===== src/rtl/mc_ctrl.sv =====
// Multi-cycle MIPS-subset controller: sequences IF/ID/EXE/MEM/WB, drives datapath controls, counts retires.
// Latency 2-5 cycles per instruction by class; no backpressure, controls are combinational from state and IR.
module mc_ctrl #(
   parameter int CNT_W = 32
) (
   input  logic             clk,
   input  logic             reset,
   input  logic [5:0]       opcode,
   input  logic [5:0]       funct,
   input  logic             zero,
   output logic [2:0]       ALUOp,
   output logic             ALUSrcA,
   output logic [1:0]       ALUSrcB,
   output logic [1:0]       ExtOp,
   output logic             PCWrite,
   output logic [1:0]       PCSrc,
   output logic             IRWrite,
   output logic             MemWrite,
   output logic             RegWrite,
   output logic [1:0]       RegDst,
   output logic [1:0]       MemtoReg,
   output logic [2:0]       state,
   output logic             retire,
   output logic [CNT_W-1:0] instr_cnt
);

   localparam logic [2:0] S_IF  = 3'd0;
   localparam logic [2:0] S_ID  = 3'd1;
   localparam logic [2:0] S_EXE = 3'd2;
   localparam logic [2:0] S_MEM = 3'd3;
   localparam logic [2:0] S_WB  = 3'd4;

   logic [2:0]       r_state;
   logic [2:0]       w_next;
   logic [CNT_W-1:0] r_cnt;

   logic w_rtype, w_addu, w_subu, w_and, w_or, w_srl, w_sra, w_jr;
   logic w_ori, w_lui, w_lw, w_sw, w_beq, w_j, w_jal, w_alu_r, w_multi;
   logic [2:0] w_aluop;
   logic       w_srca;
   logic [1:0] w_srcb;
   logic [1:0] w_ext;

   assign w_rtype = (opcode == 6'b000000);
   assign w_addu  = w_rtype && (funct == 6'b100001);
   assign w_subu  = w_rtype && (funct == 6'b100011);
   assign w_and   = w_rtype && (funct == 6'b100100);
   assign w_or    = w_rtype && (funct == 6'b100101);
   assign w_srl   = w_rtype && (funct == 6'b000010);
   assign w_sra   = w_rtype && (funct == 6'b000011);
   assign w_jr    = w_rtype && (funct == 6'b001000);
   assign w_ori   = (opcode == 6'b001101);
   assign w_lui   = (opcode == 6'b001111);
   assign w_lw    = (opcode == 6'b100011);
   assign w_sw    = (opcode == 6'b101011);
   assign w_beq   = (opcode == 6'b000100);
   assign w_j     = (opcode == 6'b000010);
   assign w_jal   = (opcode == 6'b000011);
   assign w_alu_r = w_addu | w_subu | w_and | w_or | w_srl | w_sra;
   // Everything not in this set and not a jump finishes in ID as a no-op.
   assign w_multi = w_alu_r | w_ori | w_lui | w_lw | w_sw | w_beq;

   // ALU setup shared by EXE and MEM so address/data stay stable through the memory access.
   always_comb begin
      w_aluop = 3'b000;
      w_srca  = 1'b0;
      w_srcb  = 2'b00;
      w_ext   = 2'b00;
      if (w_subu) begin
         w_aluop = 3'b001;
      end else if (w_and) begin
         w_aluop = 3'b010;
      end else if (w_or) begin
         w_aluop = 3'b011;
      end else if (w_srl || w_sra) begin
         w_aluop = w_sra ? 3'b101 : 3'b100;
         w_srca  = 1'b1;
         w_srcb  = 2'b10;
      end else if (w_ori) begin
         w_aluop = 3'b011;
         w_srcb  = 2'b01;
      end else if (w_lui) begin
         w_srcb  = 2'b01;
         w_ext   = 2'b10;
      end else if (w_lw || w_sw) begin
         w_srcb  = 2'b01;
         w_ext   = 2'b01;
      end else if (w_beq) begin
         w_aluop = 3'b001;
         w_ext   = 2'b01;
      end
   end

   always_comb begin
      ALUOp    = 3'b000;
      ALUSrcA  = 1'b0;
      ALUSrcB  = 2'b00;
      ExtOp    = 2'b00;
      PCWrite  = 1'b0;
      PCSrc    = 2'b00;
      IRWrite  = 1'b0;
      MemWrite = 1'b0;
      RegWrite = 1'b0;
      RegDst   = 2'b00;
      MemtoReg = 2'b00;
      retire   = 1'b0;
      w_next   = S_IF;
      if (!reset) begin
         case (r_state)
            S_IF: begin
               IRWrite = 1'b1;
               PCWrite = 1'b1;
               w_next  = S_ID;
            end
            S_ID: begin
               if (w_j || w_jal) begin
                  PCWrite = 1'b1;
                  PCSrc   = 2'b10;
                  retire  = 1'b1;
                  if (w_jal) begin
                     RegWrite = 1'b1;
                     RegDst   = 2'b10;
                     MemtoReg = 2'b10;
                  end
               end else if (w_jr) begin
                  PCWrite = 1'b1;
                  PCSrc   = 2'b11;
                  retire  = 1'b1;
               end else if (w_multi) begin
                  w_next  = S_EXE;
               end else begin
                  retire  = 1'b1;
               end
            end
            S_EXE: begin
               ALUOp   = w_aluop;
               ALUSrcA = w_srca;
               ALUSrcB = w_srcb;
               ExtOp   = w_ext;
               if (w_beq) begin
                  PCWrite = zero;
                  PCSrc   = 2'b01;
                  retire  = 1'b1;
               end else if (w_lw || w_sw) begin
                  w_next  = S_MEM;
               end else begin
                  w_next  = S_WB;
               end
            end
            S_MEM: begin
               ALUOp   = w_aluop;
               ALUSrcA = w_srca;
               ALUSrcB = w_srcb;
               ExtOp   = w_ext;
               if (w_sw) begin
                  MemWrite = 1'b1;
                  retire   = 1'b1;
               end else begin
                  w_next   = S_WB;
               end
            end
            S_WB: begin
               RegWrite = 1'b1;
               retire   = 1'b1;
               RegDst   = w_rtype ? 2'b01 : 2'b00;
               MemtoReg = w_lw ? 2'b01 : 2'b00;
            end
            default: w_next = S_IF;
         endcase
      end
   end

   always_ff @(posedge clk) begin
      if (reset) begin
         r_state <= S_IF;
         r_cnt   <= '0;
      end else begin
         r_state <= w_next;
         if (retire) r_cnt <= r_cnt + CNT_W'(1);
      end
   end

   assign state     = r_state;
   assign instr_cnt = r_cnt;

endmodule


===== config.mk =====
export PLATFORM = sky130hd
export DESIGN_NAME = mc_ctrl
export DESIGN_NICKNAME = d
export VERILOG_FILES = /design/src/rtl/mc_ctrl.sv
export SDC_FILE = /design/constraint.sdc
export NUM_CORES = 1
export LEC_CHECK = 0
export CAP_MARGIN = 20
export CORE_MARGIN = 5
export CORE_UTILIZATION = 48
export CTS_BUF_LIST = sky130_fd_sc_hd__clkbuf_4 sky130_fd_sc_hd__clkbuf_8
export CTS_CLUSTER_SIZE = 20
export DETAILED_ROUTE_END_ITERATION = 6
export PLACE_DENSITY = 0.8
export SLEW_MARGIN = 0
export SYNTH_ARGS = -nofsm -noshare
export SYNTH_HDL_FRONTEND = slang
export SYNTH_SLANG_ARGS = --single-unit

===== constraint.sdc =====
create_clock -name clk -period 2.7 [get_ports clk]
set_input_delay 0.54 -clock clk [delete_from_list [all_inputs] [get_ports clk]]
set_output_delay 0.54 -clock clk [all_outputs]
set_load 0.01 [all_outputs]

==> summary.txt, run 1 <==
Detailed routing
  • Antenna viol nets, final: 0
  • Final wirelength: 6990 um
  • Detailed-route vias per instance: 5.83
  • DRC viols: 0
  • Iteration-0 DRC count of the detailed router: 153
  • Vias after detailed routing: 2583
  • Drt wl/cell: 15.8 um
  • First-pass detailed-route iteration total: 4

Yosys
  • Synthesized area per cell: 7.62 um^2
  • Share of the synthesized area in the top cell type: 32.1%
  • Post-synthesis sequential area ratio: 32.1%
  • Main area contributors after synthesis: dfxtp_1 (32%), a21oi_1 (5.3%), or4_1 (5.2%)
  • Post-synth EDFFs: 0
  • Post-synth top cells: dfxtp_1 (35), nand2_1 (27), nor2_1 (27)
  • Mapped Cells: 287
  • Area leader, netlist: dfxtp_1
  • Mapped Nets: 303
  • Seq cells post-synth: 35
  • Netlist cell types: 51
  • Async set or reset register ratio after synthesis: 0%
  • Count leader, synth: dfxtp_1
  • Synthesis Warnings: 0
  • Post-Syn Area: 2190 um^2
  • Synth Flop Type: dfxtp_1

Setup path
  • Arr. time, crit path: 2.14 ns
  • Critical-path cell list: clkdlybuf4s50_1 -> nand2b_1 -> buf_4 -> o21ai_0 -> a221oi_1 -> dlygate4sd1_1
  • Worst path max stage delay: 0.53 ns
  • Slowest cell on the critical path: clkdlybuf4s50_1
  • Crit path kind: input pin to output pin
  • Worst Setup Start Kind: input pin
  • CP Max Fanout: 4
  • CP Capture Type: output pin
  • Req. time, crit path: 2.16 ns

Clock tree
  • Clk sinks: 35
  • CTS hold repair buffers: 0
  • CTS max path bufs: 2
  • Root Driver: clkbuf_8
  • Reg clk slew, reported paths: 0.07 ns
  • Later-pin clock latency in the skew report: 0.30 ns
  • TritonCTS clock tree: yes
  • CTS Buf Count: 5
  • Clock H-tree levels: 2

Placement
  • Final HPWL DP: 5200 um
  • Area after DPL: 3160 um^2
  • Routability cong.: 0.926
  • I/O Buffers: 68
  • Placed cell count: 431
  • Place WS: -0.645 ns

Floorplanning
  • Die H: 77.5 um
  • Full die area: 6000 um^2
  • Core region area: 4380 um^2
  • I/O pin count: 69
  • Core Rows: 24
  • Initial Util: 49.9%
  • Chip width: 77.5 um

Timing
  • Peak Freq: 0.373 GHz
  • Tmin final: 2.68 ns
  • Slew @ Worst Pin: 0.597 ns
  • Final Cycle Share: 99.2%
  • Final setup vio count: 0
  • Total negative slack: 0 ns
  • Final slew viol count: 0
  • Final hold violation count: 0
  • Worst setup margin: 0.0224 ns
  • Slew HR: 60.1%
  • Final setup skew: 0.0145 ns
  • RSZ-0062 raised after global routing: yes

Power
  • Final Power: 1160 uW
  • Peak VDD IR: 0.283 mV
  • Pwr dens: 346 nW/um^2
  • Leak: 0.00125 uW

GRT
  • Global-route wire length before repair: 11600 um
  • Gr ovfl total: 0
  • Initial antenna violation count: 0
  • Largest net degree at the start of global routing: 25
  • GRT Total Usage: 23.1%
  • Vias in the first global route: 2420

Job
  • Max_cap viols: 0

Final layout
  • Final net count: 406
  • Design area: 3360 um^2
  • Fill count: 343
  • Growth of design area from synthesis to finish: 53.6%
  • Cell Count, Final, Fillers Out: 443
  • Antenna cell count: 0
  • Layout cells sized above 1: 21.7%

Outcome
  • Status: complete, no violations

Min path
  • Hold Crit Class: flip-flop to flip-flop
==> per-stage QoR <==
step / hold WS [ns] / util, %
2_1_floorplan: 0.484 / -
3_3_place_gp: 0.446 / 72.1
3_5_place_dp: 0.466 / 72.1
4_1_cts: 0.476 / 76.1
5_1_grt: 0.519 / 76.6
6_report: 0.469 / 76.6
==> state kept, by name (all words and copies together) (netlist names) <==
name / cells
state: 3
instr_cnt: 32
==> layout make-up <==
cell class	count	area, um^2	area share, %
flip-flops and latches	35	701	20.9
multi-input cells	222	1440	42.9
well taps	52	65.1	1.94
repair buffers	114	993	29.6
inverters	12	45.0	1.34
clock buffers	5	68.8	2.05
clock inverters	3	43.8	1.30
==> power by group <==
| part | total [uW] | internal [uW] | switching [uW] | leakage [uW] |
|---|---|---|---|---|
| clock network | 482 | 275 | 207 | 0.0000581 |
| logic | 158 | 73.9 | 84.2 | 0.000908 |
| registers | 524 | 518 | 5.59 | 0.000282 |
| total | 1160 | 867 | 297 | 0.00125 |
==> layout by cell type (no fill, tap or decap), drive strengths merged, types with 2 or more instances in the layout <==
cell type       n
clkinv          2
or2             3
clkdlybuf4s15   9
dlymetal6s2s    2
o21a            6
and4b           2
nor4            5
o41ai           2
a31oi           2
nand3          21
nor2           27
o211ai          2
nand4           6
inv            12
o21ai          11
clkdlybuf4s50  41
and4            3
o31a            2
nand2b          2
dlygate4sd2    10
clkbuf          8
buf            48
nor3            9
a211oi          2
and3            4
nand2          27
o311ai          3
or4            15
dfxtp          35
a21oi          23
o31ai          15
a221oi          2
or3             8
nor2b           5
==> kinds of logic (layout without fill, tap and decap cells) <==
| kind of cell | count (synthesis) | count (layout) | synth area share (%) |
|---|---|---|---|
| fa+ha+maj | 1 | 1 | 0.572 |
| buf+inv | 30 | 134 | 6.30 |
| compound gates | 76 | 76 | 24.4 |
| mux | 2 | 2 | 0.973 |
| xor+xnor | 2 | 2 | 0.802 |
| flops | 35 | 35 | 32.1 |
| simple gates | 141 | 141 | 34.9 |
==> worst max-delay path, delay by kind of cell <==
kind / cells / cell delay, ns
and+or+nand+nor: 1 / 0.16
buffers and inverters: 3 / 0.96
AOI/OAI and AO/OA: 2 / 0.48
==> worst paths after layout <==
kind,from,to,slack (ns),cells past startpoint
setup / recovery,funct[2],ALUSrcB[0],0.02,6
hold / removal,instr_cnt[31]$_SDFFE_PP0P_,instr_cnt[31]$_SDFFE_PP0P_,0.47,1
hold reg to reg,instr_cnt[31]$_SDFFE_PP0P_,instr_cnt[31]$_SDFFE_PP0P_,0.47,1
setup reg to reg,state[0]$_SDFF_PP0_,instr_cnt[19]$_SDFFE_PP0P_,0.29,8
==> timing repair <==
action                                  4_1_cts  5_1_grt
endpoints found under the setup margin       42       12
setup buffers                                 4        0
resized for setup                            47       29
pin swaps                                     8       10
==> routing by layer <==
layer / GRT usage, % / wire length, um / vias to the layer above
li1: - / - / 1287
met4: 5.84 / 76 / 0
met1: 30.7 / 3170 / 1213
met3: 3.94 / 348 / 7
met5: 0 / 0 / -
met2: 38.7 / 3390 / 76
Power figures use the tool's default switching activity.
==> run 2: changes to the inputs <==
--- a/config.mk
+++ b/config.mk
@@ -6,11 +6,14 @@
 export NUM_CORES = 1
 export LEC_CHECK = 0
 export CAP_MARGIN = 20
+export CELL_PAD_IN_SITES_DETAIL_PLACEMENT = 1
+export CELL_PAD_IN_SITES_GLOBAL_PLACEMENT = 1
 export CORE_MARGIN = 5
-export CORE_UTILIZATION = 48
+export CORE_UTILIZATION = 34
 export CTS_BUF_LIST = sky130_fd_sc_hd__clkbuf_4 sky130_fd_sc_hd__clkbuf_8
 export CTS_CLUSTER_SIZE = 20
 export DETAILED_ROUTE_END_ITERATION = 6
+export GPL_TIMING_DRIVEN = 0
 export PLACE_DENSITY = 0.8
 export SLEW_MARGIN = 0
 export SYNTH_ARGS = -nofsm -noshare
==> run 2 against run 1 <==
Against the previous run: the run now ends with negative setup slack left; non-clock buffer count is 20 lower; first-iteration DRC count is 59% lower; critical endpoint is now retire; cell count is 1.1% higher; global-route usage is 4.1 points lower; sequential power is 0.8% lower; utilization is 26 points lower.
==> summary.txt, run 2 (same netlist as run 1, synthesis figures left out) <==
Detailed routing
  • Final wirelength: 7850 um
  • Detailed-route vias per instance: 5.71
  • Iteration-0 DRC count of the detailed router: 62
  • First-pass detailed-route iteration total: 4
  • Drt wl/cell: 17.5 um
  • DRC viols: 0
  • Antenna viol nets, final: 0
  • Vias after detailed routing: 2556

Timing
  • Final hold violation count: 0
  • Slew @ Worst Pin: 0.622 ns
  • Final slew viol count: 0
  • Slew HR: 58.2%
  • Peak Freq: 0.366 GHz
  • Final setup skew: 0.00690 ns
  • Worst setup margin: -0.0309 ns
  • Final Cycle Share: 101%
  • Final setup vio count: 1
  • RSZ-0062 raised after global routing: yes
  • Tmin final: 2.73 ns

Clock tree
  • Reg clk slew, reported paths: 0.08 ns
  • Clock H-tree levels: 2
  • CTS max path bufs: 2
  • Clk sinks: 35
  • CTS Buf Count: 5
  • Later-pin clock latency in the skew report: 0.30 ns
  • TritonCTS clock tree: yes
  • Root Driver: clkbuf_8

Floorplanning
  • Die H: 90.2 um
  • Initial Util: 34.6%
  • I/O pin count: 69
  • Core region area: 6310 um^2
  • Chip width: 90.2 um
  • Full die area: 8130 um^2
  • Core Rows: 29

Outcome
  • Status: finished with violations
  • Violated checks: negative setup slack

Placement
  • Area after DPL: 2950 um^2
  • Routability cong.: 0.815
  • I/O Buffers: 67
  • Place WS: -1.08 ns
  • Placed cell count: 431
  • Final HPWL DP: 5670 um

GRT
  • Vias in the first global route: 2575
  • Gr ovfl total: 0
  • GRT Total Usage: 18.9%
  • Initial antenna violation count: 0
  • Global-route wire length before repair: 12900 um
  • Largest net degree at the start of global routing: 12

Power
  • Clock share of power: 40.1%
  • Psw: 304 uW
  • Seq pwr share: 46.9%
  • Power Internal: 805 uW
  • Leak: 0.00113 uW
  • Pwr dens: 346 nW/um^2
  • Peak VDD IR: 0.214 mV
  • Switching fraction of total power: 27.4%
  • Comb power frac: 13.0%

Final layout
  • Most frequent cells in the layout: clkdlybuf4s50_1 (45), dfxtp_1 (35), nand2_1 (26), nor2_1 (23), a21oi_1 (23)
  • Number of flip-flops in the largest register: 32
  • Antenna cell count: 0
  • Cell Count, Final, Fillers Out: 448
  • Growth of design area from synthesis to finish: 46.7%
  • Final net count: 386
  • Design area: 3210 um^2
  • Layout cells sized above 1: 18.1%
  • Commonest non-fill, non-tap cell in the layout: clkdlybuf4s50_1

Setup path
  • Req. time, crit path: 2.16 ns
  • Crit path kind: input pin to output pin
  • Worst Setup Start Kind: input pin
  • CP Max Fanout: 10
  • Arr. time, crit path: 2.19 ns
  • CP Capture Type: output pin

Min path
  • Hold Crit Class: flip-flop to flip-flop

Job
  • Max_cap viols: 0
run 2: cell types whose count changed in the layout (fill, tap and decap cells not counted), sizes merged:
cell / delta
bufinv: -1
clkinv: -2
dlymetal6s2s: -1
buf: -23
dlygate4sd1: -1
clkdlybuf4s50: +4
clkbuf: +9
clkinvlp: +1
clkdlybuf4s15: -6
run 2: through the flow:
step / utilization [%] / power (uW) / TNS (ns) / hold slack, ns
3_3_place_gp: 46.8 / 658 / -28.07 / 0.445
4_1_cts: 50.2 / 1110 / -0.145 / 0.473
3_5_place_dp: 46.8 / 661 / -27.67 / 0.461
6_report: 50.8 / 1110 / -0.0309 / 0.472
2_1_floorplan: - / 599 / 0 / 0.484
5_1_grt: 50.8 / 1160 / -0.170 / 0.492
run 2: final timing paths:
kind | startpoint | endpoint | slack (ns) | cells after the start
setup reg to reg | state[0]$_SDFF_PP0_ | instr_cnt[21]$_SDFFE_PP0P_ | 0.21 | 9
setup / recovery | funct[0] | retire | -0.03 | 8
hold reg to reg | instr_cnt[31]$_SDFFE_PP0P_ | instr_cnt[31]$_SDFFE_PP0P_ | 0.47 | 1
hold / removal | instr_cnt[31]$_SDFFE_PP0P_ | instr_cnt[31]$_SDFFE_PP0P_ | 0.47 | 1
run 2: routing by layer:
layer / GRT usage [%] / vias up / part of all wire, %
met2: 32.0 / 56 / 48
met3: 3.01 / 15 / 3.8
li1: - / 1235 / -
met4: 6.08 / 0 / 1.9
met5: 0 / - / 0
met1: 24.5 / 1250 / 46
run 2: area by class of cell:
class | instances | area (um^2)
Fill cell | 784 | 3110
Multi-Input combinational cell | 222 | 1440
Timing Repair Buffer | 77 | 719
Sequential cell | 35 | 701
Buffer | 17 | 97.6
Clock buffer | 7 | 96.3
Tap cell | 77 | 96.3
Inverter | 12 | 45.0
Clock inverter | 1 | 7.51
run 2: power by group through the flow:
stage               Sequential (uW)  Combinational (uW)  Clock (uW)
finish                          520                 144         445
detailed placement              532                 130           0
global placement                532                 126           0
CTS                             520                 137         457
floorplan                       533                66.3           0
global route                    521                 156         481
run 2: what timing repair did:
action,in CTS,in global routing
buffers inserted,9,1
gates resized for setup,59,28
hold buffers,0,0
gates cloned,0,0
pin swaps,7,8
hold endpoints to repair,0,0
endpoints found under the setup margin,50,27
run 2: worst max-delay path, stage by stage:
cell and delay [ns]:
clkdlybuf4s50_1 0.52, o21ai_1 0.22, o22ai_2 0.13, a221oi_4 0.34, o31ai_4 0.09, buf_6 0.15
inv_2 0.09, buf_6 0.11
==> patch 1: new RTL, settings of run 1 <==
Put a register stage on the output `ALUOp`, with the module's reset. The value now appears one clock later. The other outputs are not delayed to match.
--- a/src/rtl/mc_ctrl.sv
+++ b/src/rtl/mc_ctrl.sv
@@ -31,2 +31,4 @@
    localparam logic [2:0] S_WB  = 3'd4;
+
+   logic [2:0] ALUOp_d;
 
@@ -94,3 +96,3 @@
    always_comb begin
-      ALUOp    = 3'b000;
+      ALUOp_d  = 3'b000;
       ALUSrcA  = 1'b0;
@@ -135,3 +137,3 @@
             S_EXE: begin
-               ALUOp   = w_aluop;
+               ALUOp_d = w_aluop;
                ALUSrcA = w_srca;
@@ -150,3 +152,3 @@
             S_MEM: begin
-               ALUOp   = w_aluop;
+               ALUOp_d = w_aluop;
                ALUSrcA = w_srca;
@@ -185,2 +187,10 @@
 
+   always_ff @(posedge clk) begin
+      if (reset) begin
+         ALUOp <= '0;
+      end else begin
+         ALUOp <= ALUOp_d;
+      end
+   end
+
 endmodule
Function: changed (a bounded check fails within 4 cycles, from zero or initial values and one cycle with reset high).
==> patch 1 against run 1 <==
The run now ends with negative setup slack left; register-to-register slack got worse by 0.09 ns; worst setup slack got worse by 0.055 ns; area after synthesis increased by 10%; cell count increased by 7.7%; total power decreased by 1.3%; sequential cell count increased by 3; largest power group unchanged; core utilization decreased by 0.44 points; final area increased by 8.5%; routed wire length increased by 9.9%.
==> patch 1: results (changes against run 1) <==
- Status: finished, violations left
- Failing checks: negative setup slack
- R2r setup slk: 0.20 ns (-0.09 ns)
- Dpl cells: 462 (+7.2%)
- Final nets: 425 (+4.7%)
- Sw frac: 26.05% (+0.55 points)
- RePlAce Congestion: 0.9835 (+6.3%)
- Post-synth net total: 309 (+2.0%)
- Worst setup path endpoint: ExtOp[0]
- Drt via density: 6.008 (+3.0%)
- R2r endpoint: instr_cnt[26]
- First-pass GRT wire length: 12.32 mm (+6.1%)
- Crit path max-delay family: simple AND/OR/NAND/NOR gates
- # fillers: 358 (+4.4%)
- Final WS setup: -0.03271 ns (-0.05506 ns)
- Initial detailed-routing violation count: 192 (+25%)
- Critical Path Start: opcode[0]
- WL/cell: 16.10 microns (+2.1%)
- Most frequent cells after synthesis: dfxtp_1 (38), a21oi_1 (26), nor2_1 (24), nand2_1 (22), nand4_1 (18)
- Pin count of the biggest net entering global routing: 39 (+56%)
- Final setup violation count: 4 (+4)
- Clock Skews: 0.006460 ns (-0.008027 ns)
- Non-Filler Instances: 477 (+7.7%)
- Crit path DAT: 2.19 ns (+0.05 ns)
- Avg Inst Size Synth: 8.212 sq um (+7.8%)
## patch 1: area by class of cell
type / count / share of cell area [%]
flip-flops and latches: 38 / 20.91
clock inverters: 2 / 0.3433
well taps: 67 / 2.300
clock buffers: 6 / 2.266
repair buffers: 127 / 30.62
inverters: 11 / 1.133
multi-input cells: 226 / 42.43
## patch 1: what timing repair did
item | CTS | global route
setup endpoints to repair | 29 | 13
gates resized for setup | 37 | 26
hold buffers | 0 | 0
endpoints found under the hold margin | 0 | 0
pin swaps | 5 | 6
buffers inserted | 4 | 3
## patch 1: tightest hold or removal path: stages, from the launching register on
cell and delay [ns]:
dfxtp_1 0.34, o21ai_0 0.07, a21oi_1 0.06
## patch 1: worst min-delay path by stage
| stage | endpoint | start | slack [ns] |
|---|---|---|---|
| after floorplan | instr_cnt[13] | instr_cnt[13] | 0.50 |
| after global placement | instr_cnt[10] | instr_cnt[10] | 0.48 |
| after detailed placement | instr_cnt[10] | instr_cnt[10] | 0.49 |
| after CTS | instr_cnt[10] | instr_cnt[10] | 0.50 |
| after global routing | instr_cnt[20] | instr_cnt[20] | 0.53 |
| final | instr_cnt[12] | instr_cnt[12] | 0.51 |
## patch 1: power by group through the flow
stage                     clock [mW]  combinational, mW  sequential (mW)
after floorplan                    0             0.0778            0.582
after global placement             0              0.159            0.582
after detailed placement           0              0.161            0.582
after CTS                      0.409              0.161            0.569
after global routing           0.442              0.184            0.571
final                          0.407              0.172            0.570
## patch 1: logic make-up after synthesis
group                    Yosys count  synth area share, %
AND/OR/NAND/NOR                  142                34.53
AO/OA/AOI/OAI                     77                22.98
flip-flops                        38                31.62
buffers and inverters             29                7.800
multiplexers                       4                1.820
XOR/XNOR                           2               0.7282
adder cells (fa/ha/maj)            1               0.5199
## patch 1: routing by layer
metal,part of all wire [%],track usage [%],vias up
li1,-,-,1354
met1,41,29.32,1377
met2,50,40.64,122
met5,0,0,-
met4,1.7,6.926,0
met3,6.7,3.991,13
## patch 1: metrics by stage
stage / util, % / power, mW / hold slack, ns / worst slack (ns) / instance area [sq um]
finish: 76.16 / 1.149 / 0.5095 / -0.03271 / 3645
global route: 76.16 / 1.197 / 0.5330 / -0.1298 / 3645
global placement: 71.61 / 0.7414 / 0.4757 / -0.5141 / 3427
detailed placement: 71.61 / 0.7437 / 0.4896 / -0.5483 / 3427
CTS: 74.64 / 1.140 / 0.5001 / 0.01136 / 3572
floorplan: - / 0.6597 / 0.5042 / 0.1337 / 2406
==> patch 2: new RTL, flow settings as in run 1 <==
Without the edit above. Change the parameter `CNT_W` from 32 to 28.
--- a/src/rtl/mc_ctrl.sv
+++ b/src/rtl/mc_ctrl.sv
@@ -3,3 +3,3 @@
 module mc_ctrl #(
-   parameter int CNT_W = 32
+   parameter int CNT_W = 28
 ) (
Interface: changed (resized instr_cnt); port bits go from 69 to 65. No check against the original RTL was run, so the function may have changed too.
==> patch 2 against run 1 <==
The run now ends with negative setup slack left; total power fell by 16%; area after synthesis fell by 13%; final area fell by 16%; non-clock buffer count fell by 16; worst setup slack got worse by 0.057 ns; sequential cell count fell by 4; routed wire length fell by 19%.
==> patch 2: results (changes against run 1) <==
- Status: finished, violations left
- Failing checks: negative setup slack
- CTS Buffer Depth: 2 (unchanged)
- Most frequent cells after synthesis: dfxtp_1 (31), a21oi_1 (30), or3_1 (21), nor2_1 (17), nand3_1 (16)
- Hold Path Cell Cnt: 2 (+1)
- Crit path max-delay family: simple AND/OR/NAND/NOR gates
- Clock power frac: 38.0% (-3.4 points)
- Worst rel slew slack: 66.01% (+5.9 points)
- Hold_sp: instr_cnt[27]
- Gate Count Post-Synth: 248 (-14%)
- R2r setup slk: 0.49 ns (+0.20 ns)
- Pin count of the biggest net entering global routing: 55 (+120%)
- Crit path DAT: 2.19 ns (+0.05 ns)
- M1 WL: 2.357 mm (-26%)
- Total Neg Setup Slack: -0.05785 ns (-0.05785 ns)
- Hold_ws: 0.4850 ns (+0.01545 ns)
- Clock Latency Late Sink: 0.28 ns (-0.02 ns)
- Max IR drop VDD: 0.0002498 V (-12%)
- Initial detailed-routing violation count: 130 (-15%)
- Distinct cells, synth: 47 (-7.8%)
- Dpl ws: -0.9938 ns (-0.3486 ns)
- Routing usage on met3: 5.234% (+1.3 points)
- WL/cell: 14.79 microns (-6.2%)
- Buffers on Ports: 64 (-5.9%)
- Seq pwr: 470 uW (-10%)
- Post-synth net total: 264 (-13%)
- Final setup violation count: 2 (+2)
- Grt met2 use: 35.97% (-2.7 points)
- Sw frac: 25.91% (+0.41 points)
- Overall Global Routing Usage: 22.08% (-1.0 points)
- Reg power frac: 47.9% (+2.9 points)
- Post-CTS Setup Bufs: 3 (-1)
- GR Layer Usage met1: 27.61% (-3.0 points)
- Critical path fanouts, max: 2 (-2)
- Final WS setup: -0.03467 ns (-0.05702 ns)
- Max reg flops: 28 (-13%)
- Vias in the first global route: 2,073 (-14%)
- WL met3: 399 microns (+15%)
- Seq/Total Area, Yosys: 32.67% (+0.62 points)
- Worst setup path endpoint: PCWrite
- Post-cts resize count: 85 (+81%)
- Hpwl dp: 4.150 mm (-20%)
- Area post-placement: 2745 sq um (-13%)
- Worst r2r path cells: 7 (-1)
- Ranking of synthesized cells by area: dfxtp_1 (33%), a21oi_1 (7.9%), or3_1 (6.9%)
- Layout cells sized above 1: 23.81% (+2.1 points)
- Non-Filler Instances: 384 (-13%)
- CP max stage cell: or4b_4
- Final nets: 351 (-14%)
- Clock Skews: 0.007548 ns (-0.006940 ns)
- # fillers: 303 (-12%)
- RePlAce Congestion: 0.8937 (-3.4%)
- Hold path endpoint: instr_cnt[27]
==> patch 2: logic make-up after synthesis <==
family,synth area share (%)
flip-flops,32.67
buffers and inverters,6.653
XOR/XNOR,0.4612
multiplexers,0.5270
AND/OR/NAND/NOR,36.83
AO/OA/AOI/OAI,22.20
adder cells (fa/ha/maj),0.6587
==> patch 2: area by class of cell <==
type / count / area (sq um) / area share [%]
multi-input cells: 192 / 1219 / 42.96
flip-flops and latches: 31 / 620.6 / 21.88
well taps: 48 / 60.06 / 2.117
repair buffers: 98 / 822.0 / 28.98
inverters: 7 / 26.28 / 0.9263
clock buffers: 7 / 83.83 / 2.955
clock inverters: 1 / 5.005 / 0.1764
==> patch 2: worst reg2reg max path: stages (launching register included) <==
cell and delay, ns:
dfxtp_1 0.52, inv_1 0.19, nor4_1 0.26, buf_4 0.16
a211oi_4 0.04, buf_6 0.22, or4_1 0.55, a21oi_1 0.19
